File: config.mk
export PLATFORM = sky130hd
export DESIGN_NAME = pipe_stage_chain
export DESIGN_NICKNAME = d
export VERILOG_FILES = /design/src/rtl/pipe_stage_chain.sv
export SDC_FILE = /design/constraint.sdc
export NUM_CORES = 1
export LEC_CHECK = 0
export BUFFER_PORTS_ARGS = -buffer_cell sky130_fd_sc_hd__buf_2
export CAP_MARGIN = 30
export CORE_UTILIZATION = 54
export CTS_CLUSTER_DIAMETER = 150
export DETAILED_ROUTE_END_ITERATION = 10
export PLACE_DENSITY_LB_ADDON = 0.15
export SYNTH_ARGS = -nofsm -noshare
export SYNTH_HDL_FRONTEND = slang
export SYNTH_SLANG_ARGS = --single-unit
File: constraint.sdc
create_clock -name clk_i -period 15.5 [get_ports clk_i]
set_input_delay 1.55 -clock clk_i [delete_from_list [all_inputs] [get_ports clk_i]]
set_output_delay 1.55 -clock clk_i [all_outputs]
set_load 0.05 [all_outputs]
File: src/rtl/pipe_stage_chain.sv
// -----------------------------------------------------------------------------
// pipe_stage_chain
//
// Elastic chain of NUM_STAGES pipeline registers. It replaces a set of fixed
// IF/ID, ID/EX, EX/MEM and MEM/WB stage registers with one block. Stage 0 is
// the youngest stage and the oldest stage (NUM_STAGES-1) drives the output.
//
// Each stage carries its own valid bit. The chain provides:
//   - valid/ready backpressure at both ends,
//   - a stall that holds stages 0..stall_idx_i and inserts a bubble behind
//     the stall point,
//   - a flush that kills the youngest flush_depth_i stages,
//   - a registered occupancy count and a saturating count of flushed entries.
//
// Ports
//   clk_i          rising-edge clock
//   rst_i          asynchronous active-low reset
//   in_valid_i     upstream payload valid
//   in_data_i      upstream payload
//   in_ready_o     chain accepts in_data_i this cycle
//   out_valid_o    oldest stage presents a consumable payload
//   out_data_o     payload of the oldest stage
//   out_ready_i    downstream accepts the payload
//   stall_i        hold request
//   stall_idx_i    stall point: stages 0..stall_idx_i hold
//   flush_i        kill request
//   flush_depth_i  number of youngest stages to kill (clamped to NUM_STAGES)
//   stage_valid_o  per-stage valid bits
//   stage_data_o   flattened payloads; stage k at [k*DATA_W +: DATA_W]
//   count_o        registered number of valid stages
//   flush_cnt_o    saturating number of valid entries killed by flushes
// -----------------------------------------------------------------------------
module pipe_stage_chain #(
    parameter int NUM_STAGES = 4,
    parameter int DATA_W     = 32,
    parameter int IDX_W      = $clog2(NUM_STAGES + 1)
) (
    input  logic                         clk_i,
    input  logic                         rst_i,
    input  logic                         in_valid_i,
    input  logic [DATA_W-1:0]            in_data_i,
    output logic                         in_ready_o,
    output logic                         out_valid_o,
    output logic [DATA_W-1:0]            out_data_o,
    input  logic                         out_ready_i,
    input  logic                         stall_i,
    input  logic [IDX_W-1:0]             stall_idx_i,
    input  logic                         flush_i,
    input  logic [IDX_W-1:0]             flush_depth_i,
    output logic [NUM_STAGES-1:0]        stage_valid_o,
    output logic [NUM_STAGES*DATA_W-1:0] stage_data_o,
    output logic [IDX_W-1:0]             count_o,
    output logic [15:0]                  flush_cnt_o
);

    // Up to NUM_STAGES killed stages plus the entry moving into stage d.
    localparam int KILL_W = $clog2(NUM_STAGES + 2);

    logic [NUM_STAGES-1:0] valid_q, valid_d;
    logic [DATA_W-1:0]     data_q [NUM_STAGES];
    logic [DATA_W-1:0]     data_d [NUM_STAGES];
    logic [IDX_W-1:0]      count_q, count_d;
    logic [15:0]           flush_cnt_q, flush_cnt_d;

    logic [NUM_STAGES-1:0] hold;
    logic [NUM_STAGES-1:0] free;
    int                    flush_d;
    logic [KILL_W-1:0]     kill_cnt;
    logic [16:0]           flush_sum;

    // -------------------------------------------------------------------------
    // Hold / free chain and effective flush depth.
    // free[k] means stage k may take new contents this cycle: it is not held
    // and its current occupant is either empty or leaving. The chain resolves
    // from the oldest stage towards the youngest.
    // -------------------------------------------------------------------------
    always_comb begin
        // NOTE: every variable written here gets a default first, so no path
        // leaves it unassigned and no latch is inferred.
        hold    = '0;
        free    = '0;
        flush_d = 0;

        for (int k = 0; k < NUM_STAGES; k++) begin
            hold[k] = stall_i && (k <= int'(stall_idx_i));
        end

        free[NUM_STAGES-1] = !hold[NUM_STAGES-1]
                             && (!valid_q[NUM_STAGES-1] || out_ready_i);
        for (int k = NUM_STAGES - 2; k >= 0; k--) begin
            free[k] = !hold[k] && (!valid_q[k] || free[k+1]);
        end

        if (flush_i) begin
            flush_d = (int'(flush_depth_i) > NUM_STAGES) ? NUM_STAGES
                                                         : int'(flush_depth_i);
        end
    end

    // -------------------------------------------------------------------------
    // Next-state: shift, bubble insertion, flush override, statistics.
    // -------------------------------------------------------------------------
    always_comb begin
        valid_d  = valid_q;
        kill_cnt = '0;
        count_d  = '0;
        for (int k = 0; k < NUM_STAGES; k++) begin
            data_d[k] = data_q[k];
        end

        // Stage 0 samples the input; an idle input loads a clean bubble.
        if (free[0]) begin
            valid_d[0] = in_valid_i;
            data_d[0]  = in_valid_i ? in_data_i : '0;
        end

        // A free stage takes its younger neighbour only when that neighbour is
        // itself advancing; a held neighbour leaves a bubble behind the stall.
        for (int k = 1; k < NUM_STAGES; k++) begin
            if (free[k]) begin
                if (free[k-1]) begin
                    valid_d[k] = valid_q[k-1];
                    data_d[k]  = data_q[k-1];
                end else begin
                    valid_d[k] = 1'b0;
                    data_d[k]  = '0;
                end
            end
        end

        // Flush overrides hold and load for the youngest flush_d stages.
        for (int k = 0; k < NUM_STAGES; k++) begin
            if (k < flush_d) begin
                kill_cnt   = kill_cnt + KILL_W'(valid_q[k]);
                valid_d[k] = 1'b0;
                data_d[k]  = '0;
            end
        end

        // The entry leaving the killed region into stage flush_d is wrong-path
        // too, so it arrives as a bubble and is counted as killed.
        for (int k = 1; k < NUM_STAGES; k++) begin
            if (k == flush_d && free[k] && free[k-1]) begin
                kill_cnt   = kill_cnt + KILL_W'(valid_q[k-1]);
                valid_d[k] = 1'b0;
                data_d[k]  = '0;
            end
        end

        for (int k = 0; k < NUM_STAGES; k++) begin
            count_d = count_d + IDX_W'(valid_d[k]);
        end

        flush_sum   = {1'b0, flush_cnt_q} + 17'(kill_cnt);
        flush_cnt_d = flush_sum[16] ? 16'hFFFF : flush_sum[15:0];
    end

    // -------------------------------------------------------------------------
    // State registers.
    // -------------------------------------------------------------------------
    always_ff @(posedge clk_i or negedge rst_i) begin
        if (!rst_i) begin
            valid_q     <= '0;
            count_q     <= '0;
            flush_cnt_q <= '0;
            // NOTE: the payload array is reset as well so that bubbles always
            // read as zero on stage_data_o, including straight after reset.
            for (int k = 0; k < NUM_STAGES; k++) begin
                data_q[k] <= '0;
            end
        end else begin
            // NOTE: non-blocking assignments so every stage samples the
            // pre-edge value of its neighbour and the shift is race-free.
            valid_q     <= valid_d;
            count_q     <= count_d;
            flush_cnt_q <= flush_cnt_d;
            for (int k = 0; k < NUM_STAGES; k++) begin
                data_q[k] <= data_d[k];
            end
        end
    end

    // -------------------------------------------------------------------------
    // Outputs.
    // -------------------------------------------------------------------------
    // A flush with non-zero depth always clears stage 0, so input is taken
    // (and dropped) even when the chain is otherwise blocked.
    assign in_ready_o    = free[0] || (flush_i && (flush_depth_i != '0));
    assign out_valid_o   = valid_q[NUM_STAGES-1] && !hold[NUM_STAGES-1];
    assign out_data_o    = data_q[NUM_STAGES-1];
    assign stage_valid_o = valid_q;
    assign count_o       = count_q;
    assign flush_cnt_o   = flush_cnt_q;

    always_comb begin
        stage_data_o = '0;
        for (int k = 0; k < NUM_STAGES; k++) begin
            stage_data_o[k*DATA_W +: DATA_W] = data_q[k];
        end
    end

endmodule

==> results of run 1 <==
## synth_stat cells, drive strengths merged, types with 2 or more instances
cell type  number  share of area, %
dfrtp         151                57
nor2b           3              0.29
inv            11              0.63
mux2            5              0.86
fa              2              0.61
or3             3              0.36
nand2          37               2.1
o21ai           7              0.59
mux2i           2              0.30
nor3            6              0.53
ha             16               3.0
nand2b          6              0.68
and3            3              0.29
buf            52               5.3
nand3b          3              0.34
clkbuf         14              0.80
a21o            4              0.46
o21a            6              0.68
nor4bb          2              0.30
a22o           96                13
a22oi          35               4.0
xnor2           5              0.67
a21oi           7              0.53
nor2           44               2.5
and2            5              0.48
nand3           6              0.46
or2             2              0.23
nand4           3              0.29
xor2            5              0.67
## kinds of logic after synthesis
group,share of synthesized area (%)
compound gates,20.0
flops,57.5
simple gates,9.70
buf+inv,6.74
fa+ha+maj,3.65
xor+xnor,1.33
mux,1.16
## path summary, 6_finish.rpt
kind                                       start               end
worst max-delay path            flush_depth_i[2]   flush_cnt_o[15]
max in group asynchronous                  rst_i  stage_data_o[56]
worst min register to register    out_data_o[28]    out_data_o[28]
worst min-delay path              out_data_o[28]    out_data_o[28]
min in group asynchronous                  rst_i    out_data_o[28]
worst max register to register  stage_valid_o[0]   flush_cnt_o[15]
## sequential cells by signal, indices dropped and copies added (netlist names)
signal         flops
stage_valid_o      4
count_o            3
stage_data_o      96
out_data_o        32
flush_cnt_o       16
## metal layers
| metal | part of all wire, % | up-vias | global-route usage [%] |
|---|---|---|---|
| met3 | 5.9 | 30 | 6.75 |
| met4 | 2.1 | 0 | 10.7 |
| li1 | - | 2371 | - |
| met5 | 0 | - | 0 |
| met2 | 49 | 204 | 45.8 |
| met1 | 43 | 2601 | 35.3 |
## final cells by class
type                       instances  area share [%]
clock buffer                      20            5.67
clock inverter                    11            2.07
sequential                       151            45.9
multi-input combinational        324            28.8
inverter                          11           0.502
tap                              143            2.17
timing repair buffer             238            14.9
## report_power, final
group | switching, mW | internal, mW
Combinational | 0.112 | 0.0363
Clock | 0.159 | 0.281
Sequential | 0.0142 | 0.410
## through the flow
| stage | total power [mW] | setup WS (ps) |
|---|---|---|
| floorplan | 0.533 | 8650 |
| global placement | 0.577 | 8160 |
| detailed placement | 0.580 | 7930 |
| CTS | 1.02 | 8240 |
| global route | 1.05 | 7850 |
| finish | 1.01 | 8190 |
## critical path: cells and delay by family
kind | cells | cell delay [ps]
AOI/OAI and AO/OA | 8 | 1580
adders and majority gates | 8 | 2210
buffers and inverters | 2 | 260
muxes | 2 | 610
and+or+nand+nor | 11 | 1390
==> flow_metrics.py, run 1 <==
metrics = {
    "logic_synthesis": {
        "ys.flop_type": "dfrtp_1",
        "yosys_warnings": 0,
        "synth-seq-cells": 151,
        "syn-num-nets": 614,
        "synth_area_um2": 6580,
        "synth-edff-count": 0,
        "ys_seq_area_share_pct": 57.5,
        "synth_cell_types": 51,
        "synthCells": 552,
        "avgSynthCellArea_um2": 11.9,
        "synthArstFlopShare_pct": 100,
    },
    "route": {
        "drc": 0,
        "via_per_inst": 5.80,
        "firstDrtPassIters": 4,
        "num_vias": 5206,
        "drt_first_iter_violations": 393,
        "wl_per_cell_um": 18.7,
        "ant_nets": 0,
        "drt_wl_total_mm": 16.8,
    },
    "place": {
        "placed_cells": 867,
        "place_hpwl_mm": 11.3,
        "placed_area_um2": 7590,
        "place_congestion": 0.931,
        "port_buffers": 228,
    },
    "pwr": {
        "power.density_nw_per_um2": 123,
        "irDropWorstVdd_mv": 0.101,
        "p_leak_nw": 4.66,
    },
    "final_layout": {
        "regArea_um2": 3780,
        "drive_above_1_share_pct": 37.9,
        "multi_input_area_um2": 2370,
        "final_common_cell": "buf_2",
        "layout_common_cells": "buf_2, dfrtp_1, a22o_1",
        "final_area_um2": 8230,
        "post-route-util_pct": 70.6,
        "stdcell_count": 898,
        "fillCellCount": 870,
        "final_nets": 805,
        "diodes": 0,
        "syn_to_final_growth_pct": 25.2,
    },
    "sta": {
        "hold_ws_ps": 513,
        "slew_violations": 0,
        "fin_crit_sh_pct": 47.2,
        "setup-tns-final_ps": 0,
        "finalSetupViolations": 0,
        "final.setup_skew_ps": 8.33,
        "slew_headroom_pct": 45.0,
        "grt_setup_unrepaired": "no",
        "min_period_ps": 7310,
        "worstMarginPinSlew_ps": 824,
        "fmax_ghz": 0.137,
        "hold_violations": 0,
    },
    "clocking": {
        "clock_path_buffers": 2,
        "path_clk_slew_ps": 60,
        "cts_setup_buffers": 0,
        "cts_max_level": 4,
        "cts.repair.resized": 0,
        "cts_buffers": 17,
        "cts_tree": "built",
        "clkSinkCount": 151,
        "ctsHoldBuffers": 0,
        "cts_root_buf": "clkbuf_16",
        "clk_latency_ps": 420,
    },
    "setup_path": {
        "critPathArrivalTime_ps": 7610,
        "critical_path_class": "in2reg",
        "cp-end-kind": "flop",
        "r2r_slack_ps": 9560,
        "rr_worst_depth": 28,
        "crit_slowest_cell": "a21oi_1",
        "start_kind": "input port",
        "required_ps": 15800,
        "slowest_delay_ps": 420,
        "crit_fanout": 16,
        "cp_common_cell": "ha_1",
    },
    "global_route": {
        "gr-usage-all-layers_pct": 27.6,
        "grt_max_degree": 92,
        "grt_pass1_vias": 4963,
        "grt_overflow": 0,
        "antenna_found_initial": 0,
        "grt_pass1_wl_mm": 26.6,
    },
    "floorplan": {
        "num_rows": 39,
        "die_w_um": 112,
        "start_util_pct": 56.4,
        "die_area_um2": 12600,
        "ios": 229,
        "die_y_um": 112,
        "core_um2": 11700,
    },
    "hold_path": {
        "worstHoldPathCells": 1,
        "min_path_type": "reg2reg",
    },
    "status": {
        "status": "finished clean",
    },
    "flow_run": {
        "maxCapViolations": 0,
    },
}
No activity file was read; power rests on OpenSTA's default activity.
==> run 2: changes to the inputs <==
- CORE_UTILIZATION: 54 -> 45
- clock period: 15.5 -> 6.6 ns (I/O delays scaled with it)
==> flow_metrics.py, run 2 (synthesis results as in run 1) <==
metrics = {
    "clocking": {
        "ctsHoldBuffers": 0,
        "path_clk_slew_ps": 60,
        "cts_max_level": 4,
        "clk_latency_ps": 420,
        "cts_setup_buffers": 0,
        "cts_buffers": 17,
        "cts.repair.resized": 0,
        "cts_tree": "built",
        "clock_path_buffers": 2,
        "clkSinkCount": 151,
        "cts_root_buf": "clkbuf_16",
    },
    "final_layout": {
        "final_nets": 806,
        "stdcell_count": 936,
        "fillCellCount": 1199,
        "drive_above_1_share_pct": 37.6,
        "final_common_cell": "buf_2",
        "largest_reg_flops": 96,
        "syn_to_final_growth_pct": 24.5,
        "layout_common_cells": "buf_2, dfrtp_1, a22o_1",
    },
    "setup_path": {
        "cp_common_cell": "ha_1",
        "cp-end-kind": "flop",
        "required_ps": 6890,
        "r2r_slack_ps": 1040,
        "crit_fanout": 16,
        "cp_top_family": "adder cells",
        "start_kind": "input port",
        "slowest_delay_ps": 360,
        "critical_path_class": "in2reg",
        "worstReg2RegEnd": "flush_cnt_o[14]",
        "worstPathBufferInverterCount": 2,
        "rr_worst_depth": 29,
        "rr_startpoint": "stage_valid_o[0]",
        "crit_slowest_cell": "mux2_2",
        "critPathArrivalTime_ps": 6400,
    },
    "sta": {
        "fin_crit_sh_pct": 92.5,
        "slew_violations": 0,
        "slew_headroom_pct": 44.1,
        "finalSetupViolations": 0,
        "final.setup_skew_ps": 13.5,
        "min_period_ps": 6110,
        "worstMarginPinSlew_ps": 837,
        "setup_ws_ps": 494,
        "grt_setup_unrepaired": "no",
        "setup-tns-final_ps": 0,
        "fmax_ghz": 0.164,
        "hold_violations": 0,
    },
    "place": {
        "place_hpwl_mm": 12.0,
        "placed_cells": 904,
        "place_congestion": 0.839,
        "port_buffers": 228,
        "place_worst_setup_slack_ps": 129,
    },
    "global_route": {
        "gr-usage-all-layers_pct": 22.7,
        "grt_pass1_wl_mm": 25.8,
        "grt_max_degree": 80,
        "grt_overflow": 0,
        "grt_pass1_vias": 4811,
        "antenna_found_initial": 1,
    },
    "floorplan": {
        "die_area_um2": 15100,
        "die_w_um": 123,
        "ios": 229,
        "num_rows": 43,
        "start_util_pct": 46.8,
        "die_y_um": 123,
        "core_um2": 14000,
    },
    "pwr": {
        "p_switching_mw": 0.651,
        "power.internal_mw": 1.54,
        "p_leak_nw": 4.62,
        "p_sw_share_pct": 29.7,
        "power.density_nw_per_um2": 268,
        "irDropWorstVdd_mv": 0.205,
        "p_comb_share_pct": 15.9,
        "seqPwrFrac_pct": 45.5,
        "clkPwrFrac_pct": 38.6,
    },
    "route": {
        "via_per_inst": 5.45,
        "drc": 0,
        "drt_first_iter_violations": 283,
        "firstDrtPassIters": 4,
        "ant_nets": 0,
        "wl_per_cell_um": 17.9,
        "num_vias": 5104,
        "drt_wl_total_mm": 16.7,
    },
    "flow_run": {
        "maxCapViolations": 0,
    },
    "status": {
        "status": "finished clean",
    },
    "hold_path": {
        "min_path_type": "in2async",
    },
}
==> run 2: cell count changes in the layout (fill, tap and decap cells not counted) <==
| cell | change |
|---|---|
| buf_16 | +1 |
| bufinv_16 | -4 |
| clkbuf_1 | +2 |
| clkbuf_8 | -1 |
| clkinv_2 | +4 |
| clkinv_4 | -1 |
| clkinvlp_4 | -1 |
| diode_2 | +1 |
| nor2_2 | -1 |
| nor2_4 | +1 |
==> run 2: area by class of cell <==
| cell class | instances | area [um2] | share of cell area, % |
|---|---|---|---|
| Tap cell | 180 | 225 | 2.75 |
| Clock buffer | 21 | 460 | 5.62 |
| Sequential cell | 151 | 3780 | 46.1 |
| Timing Repair Buffer | 239 | 1250 | 15.3 |
| Antenna cell | 1 | 2.50 | 0.0306 |
| Inverter | 11 | 41.3 | 0.504 |
| Clock inverter | 9 | 53.8 | 0.657 |
| Multi-Input combinational cell | 324 | 2380 | 29.0 |
==> run 2: worst max-delay path by stage <==
stage                      from              end  slack [ps]  cells past startpoint
2_1_floorplan  flush_depth_i[2]  flush_cnt_o[15]         640                     30
3_3_place_gp   flush_depth_i[2]  flush_cnt_o[15]         350                     31
3_5_place_dp   flush_depth_i[2]  flush_cnt_o[14]         130                     32
4_1_cts        flush_depth_i[2]  flush_cnt_o[14]         530                     32
5_1_grt        flush_depth_i[2]  flush_cnt_o[14]         100                     32
6_report       flush_depth_i[2]  flush_cnt_o[14]         490                     32
==> run 2: layer usage <==
layer  GRT usage, %  vias to the layer above  part of all wire (%)
met4           8.61                        0                   1.5
met5              0                        -                     0
met3           7.56                       16                   8.0
met2           35.8                      179                    48
met1           29.0                     2534                    43
li1               -                     2375                     -
==> run 2: stage by stage <==
stage / power, mW / util, % / hold WS [ps] / instance area (um2)
2_1_floorplan: 1.25 / - / 364 / 6580
3_3_place_gp: 1.36 / 54.5 / 501 / 7650
3_5_place_dp: 1.36 / 54.5 / 502 / 7650
4_1_cts: 2.22 / 58.1 / 262 / 8160
5_1_grt: 2.29 / 58.3 / 283 / 8190
6_report: 2.19 / 58.3 / 225 / 8190
==> run 2: power groups by stage <==
stage               clock network, mW  registers, mW  logic [mW]
global route                    0.914           1.00       0.374
finish                          0.847          0.998       0.349
CTS                             0.868          0.997       0.351
detailed placement                  0           1.01       0.350
floorplan                           0           1.14       0.114
global placement                    0           1.01       0.345
==> run 2: worst register-to-register path: cells and delay by family, from the launching register on <==
family | cells | cell delay, ps
simple gates | 12 | 1430
flops | 1 | 480
compound gates | 6 | 770
buf+inv | 1 | 60
mux | 1 | 360
xor+xnor | 1 | 200
fa+ha+maj | 8 | 2160
==> run 3: changes to the inputs <==
- CORE_ASPECT_RATIO: default -> 1.4
==> flow_metrics.py, run 3 (synthesis results as in run 1) <==
metrics = {
    "final_layout": {
        "largest_reg_flops": 96,
        "syn_to_final_growth_pct": 25.3,
        "fillCellCount": 1223,
        "stdcell_count": 940,
        "diodes": 0,
        "final_nets": 804,
        "final_common_cell": "buf_2",
        "drive_above_1_share_pct": 37.9,
        "layout_common_cells": "buf_2, dfrtp_1, a22o_1",
    },
    "clocking": {
        "clk_latency_ps": 410,
        "cts_max_level": 4,
        "cts_root_buf": "clkbuf_16",
        "cts_buffers": 17,
        "clkSinkCount": 151,
        "cts_setup_buffers": 0,
        "path_clk_slew_ps": 70,
        "cts_tree": "built",
        "cts.repair.resized": 0,
        "ctsHoldBuffers": 0,
        "clock_path_buffers": 2,
    },
    "global_route": {
        "antenna_found_initial": 0,
        "grt_max_degree": 88,
        "grt_pass1_vias": 5188,
        "gr-usage-all-layers_pct": 23.5,
        "grt_pass1_wl_mm": 27.7,
        "grt_overflow": 0,
    },
    "place": {
        "place_congestion": 0.861,
        "place_hpwl_mm": 12.1,
        "placed_cells": 908,
        "port_buffers": 228,
    },
    "setup_path": {
        "start_kind": "input port",
        "r2r_slack_ps": 990,
        "crit_path_start": "flush_depth_i[2]",
        "crit_fanout": 16,
        "crit_slowest_cell": "mux2_1",
        "rr_worst_depth": 28,
        "worstReg2RegEnd": "flush_cnt_o[15]",
        "required_ps": 6900,
        "rr_startpoint": "stage_valid_o[0]",
        "slowest_delay_ps": 320,
        "critPathArrivalTime_ps": 6410,
        "cp-end-kind": "flop",
        "critical_path_class": "in2reg",
        "cp_common_cell": "ha_1",
    },
    "floorplan": {
        "start_util_pct": 46.6,
        "die_y_um": 145,
        "num_rows": 51,
        "die_w_um": 104,
        "ios": 229,
        "die_area_um2": 15100,
        "core_um2": 14100,
    },
    "route": {
        "drt_wl_total_mm": 17.2,
        "firstDrtPassIters": 4,
        "ant_nets": 0,
        "via_per_inst": 5.49,
        "drc": 0,
        "wl_per_cell_um": 18.3,
        "drt_first_iter_violations": 166,
        "num_vias": 5165,
    },
    "sta": {
        "worstMarginPinSlew_ps": 870,
        "final.setup_skew_ps": 9.33,
        "finalSetupViolations": 0,
        "setup-tns-final_ps": 0,
        "fmax_ghz": 0.164,
        "slew_headroom_pct": 41.9,
        "min_period_ps": 6110,
        "hold_violations": 0,
        "slew_violations": 0,
        "fin_crit_sh_pct": 92.6,
        "grt_setup_unrepaired": "no",
    },
    "hold_path": {
        "min_path_type": "in2async",
    },
    "pwr": {
        "irDropWorstVdd_mv": 0.176,
        "power.density_nw_per_um2": 278,
        "p_leak_nw": 4.63,
    },
    "status": {
        "status": "finished clean",
    },
    "flow_run": {
        "maxCapViolations": 0,
    },
}
## run 3: cell count changes in the layout (fill, tap and decap cells not counted)
| cell | before | now |
|---|---|---|
| inv_8 | 0 | 1 |
| nor2_4 | 1 | 2 |
| clkinv_2 | 6 | 0 |
| buf_16 | 1 | 0 |
| bufinv_16 | 0 | 1 |
| clkinv_4 | 0 | 5 |
| diode_2 | 1 | 0 |
| nor2_2 | 2 | 1 |
| buf_4 | 10 | 9 |
| inv_6 | 1 | 4 |
| clkbuf_1 | 2 | 0 |
## run 3: layout make-up
cell class | instances | area [um2] | area share (%)
Sequential cell | 151 | 3780 | 45.9
Multi-Input combinational cell | 324 | 2380 | 28.9
Timing Repair Buffer | 237 | 1210 | 14.7
Clock buffer | 19 | 453 | 5.50
Tap cell | 185 | 231 | 2.81
Clock inverter | 13 | 135 | 1.64
Inverter | 11 | 41.3 | 0.501
## run 3: worst max-delay path by stage
stage,slack [ps],endpoint,depth (start not counted)
after CTS,530,flush_cnt_o[15],31
after floorplan,640,flush_cnt_o[15],30
after detailed placement,100,flush_cnt_o[15],31
after global routing,210,flush_cnt_o[2],30
final,490,flush_cnt_o[15],31
after global placement,300,flush_cnt_o[15],31
## run 3: through the flow
step	hold WS, ps	utilization (%)	power (mW)	setup slack (ps)	instance area, um2
2_1_floorplan	364	-	1.25	643	6580
3_3_place_gp	500	54.2	1.36	299	7650
3_5_place_dp	504	54.2	1.37	104	7650
4_1_cts	338	58.4	2.32	526	8240
5_1_grt	372	58.4	2.39	215	8240
6_report	310	58.4	2.29	487	8240
## run 3: power by group
part	total [mW]	switching (mW)	internal, mW
Clock	0.948	0.399	0.549
Sequential	0.996	0.0333	0.963
Combinational	0.350	0.265	0.0852
Total	2.29	0.697	1.60
## run 3: critical path: cells and delay by family
kind | cells | cell delay, ps
multiplexers | 2 | 630
buffers and inverters | 2 | 240
AND/OR/NAND/NOR | 11 | 1310
AO/OA/AOI/OAI | 8 | 1370
adder cells (fa/ha/maj) | 8 | 2200
## run 3: metal layers
layer  track usage (%)  share of wire, %  wire length [um]
met5                 0                 0                 0
met4              9.14               1.5               258
met3              6.38               5.8               995
met2              41.2                53              9070
met1              27.0                40              6920
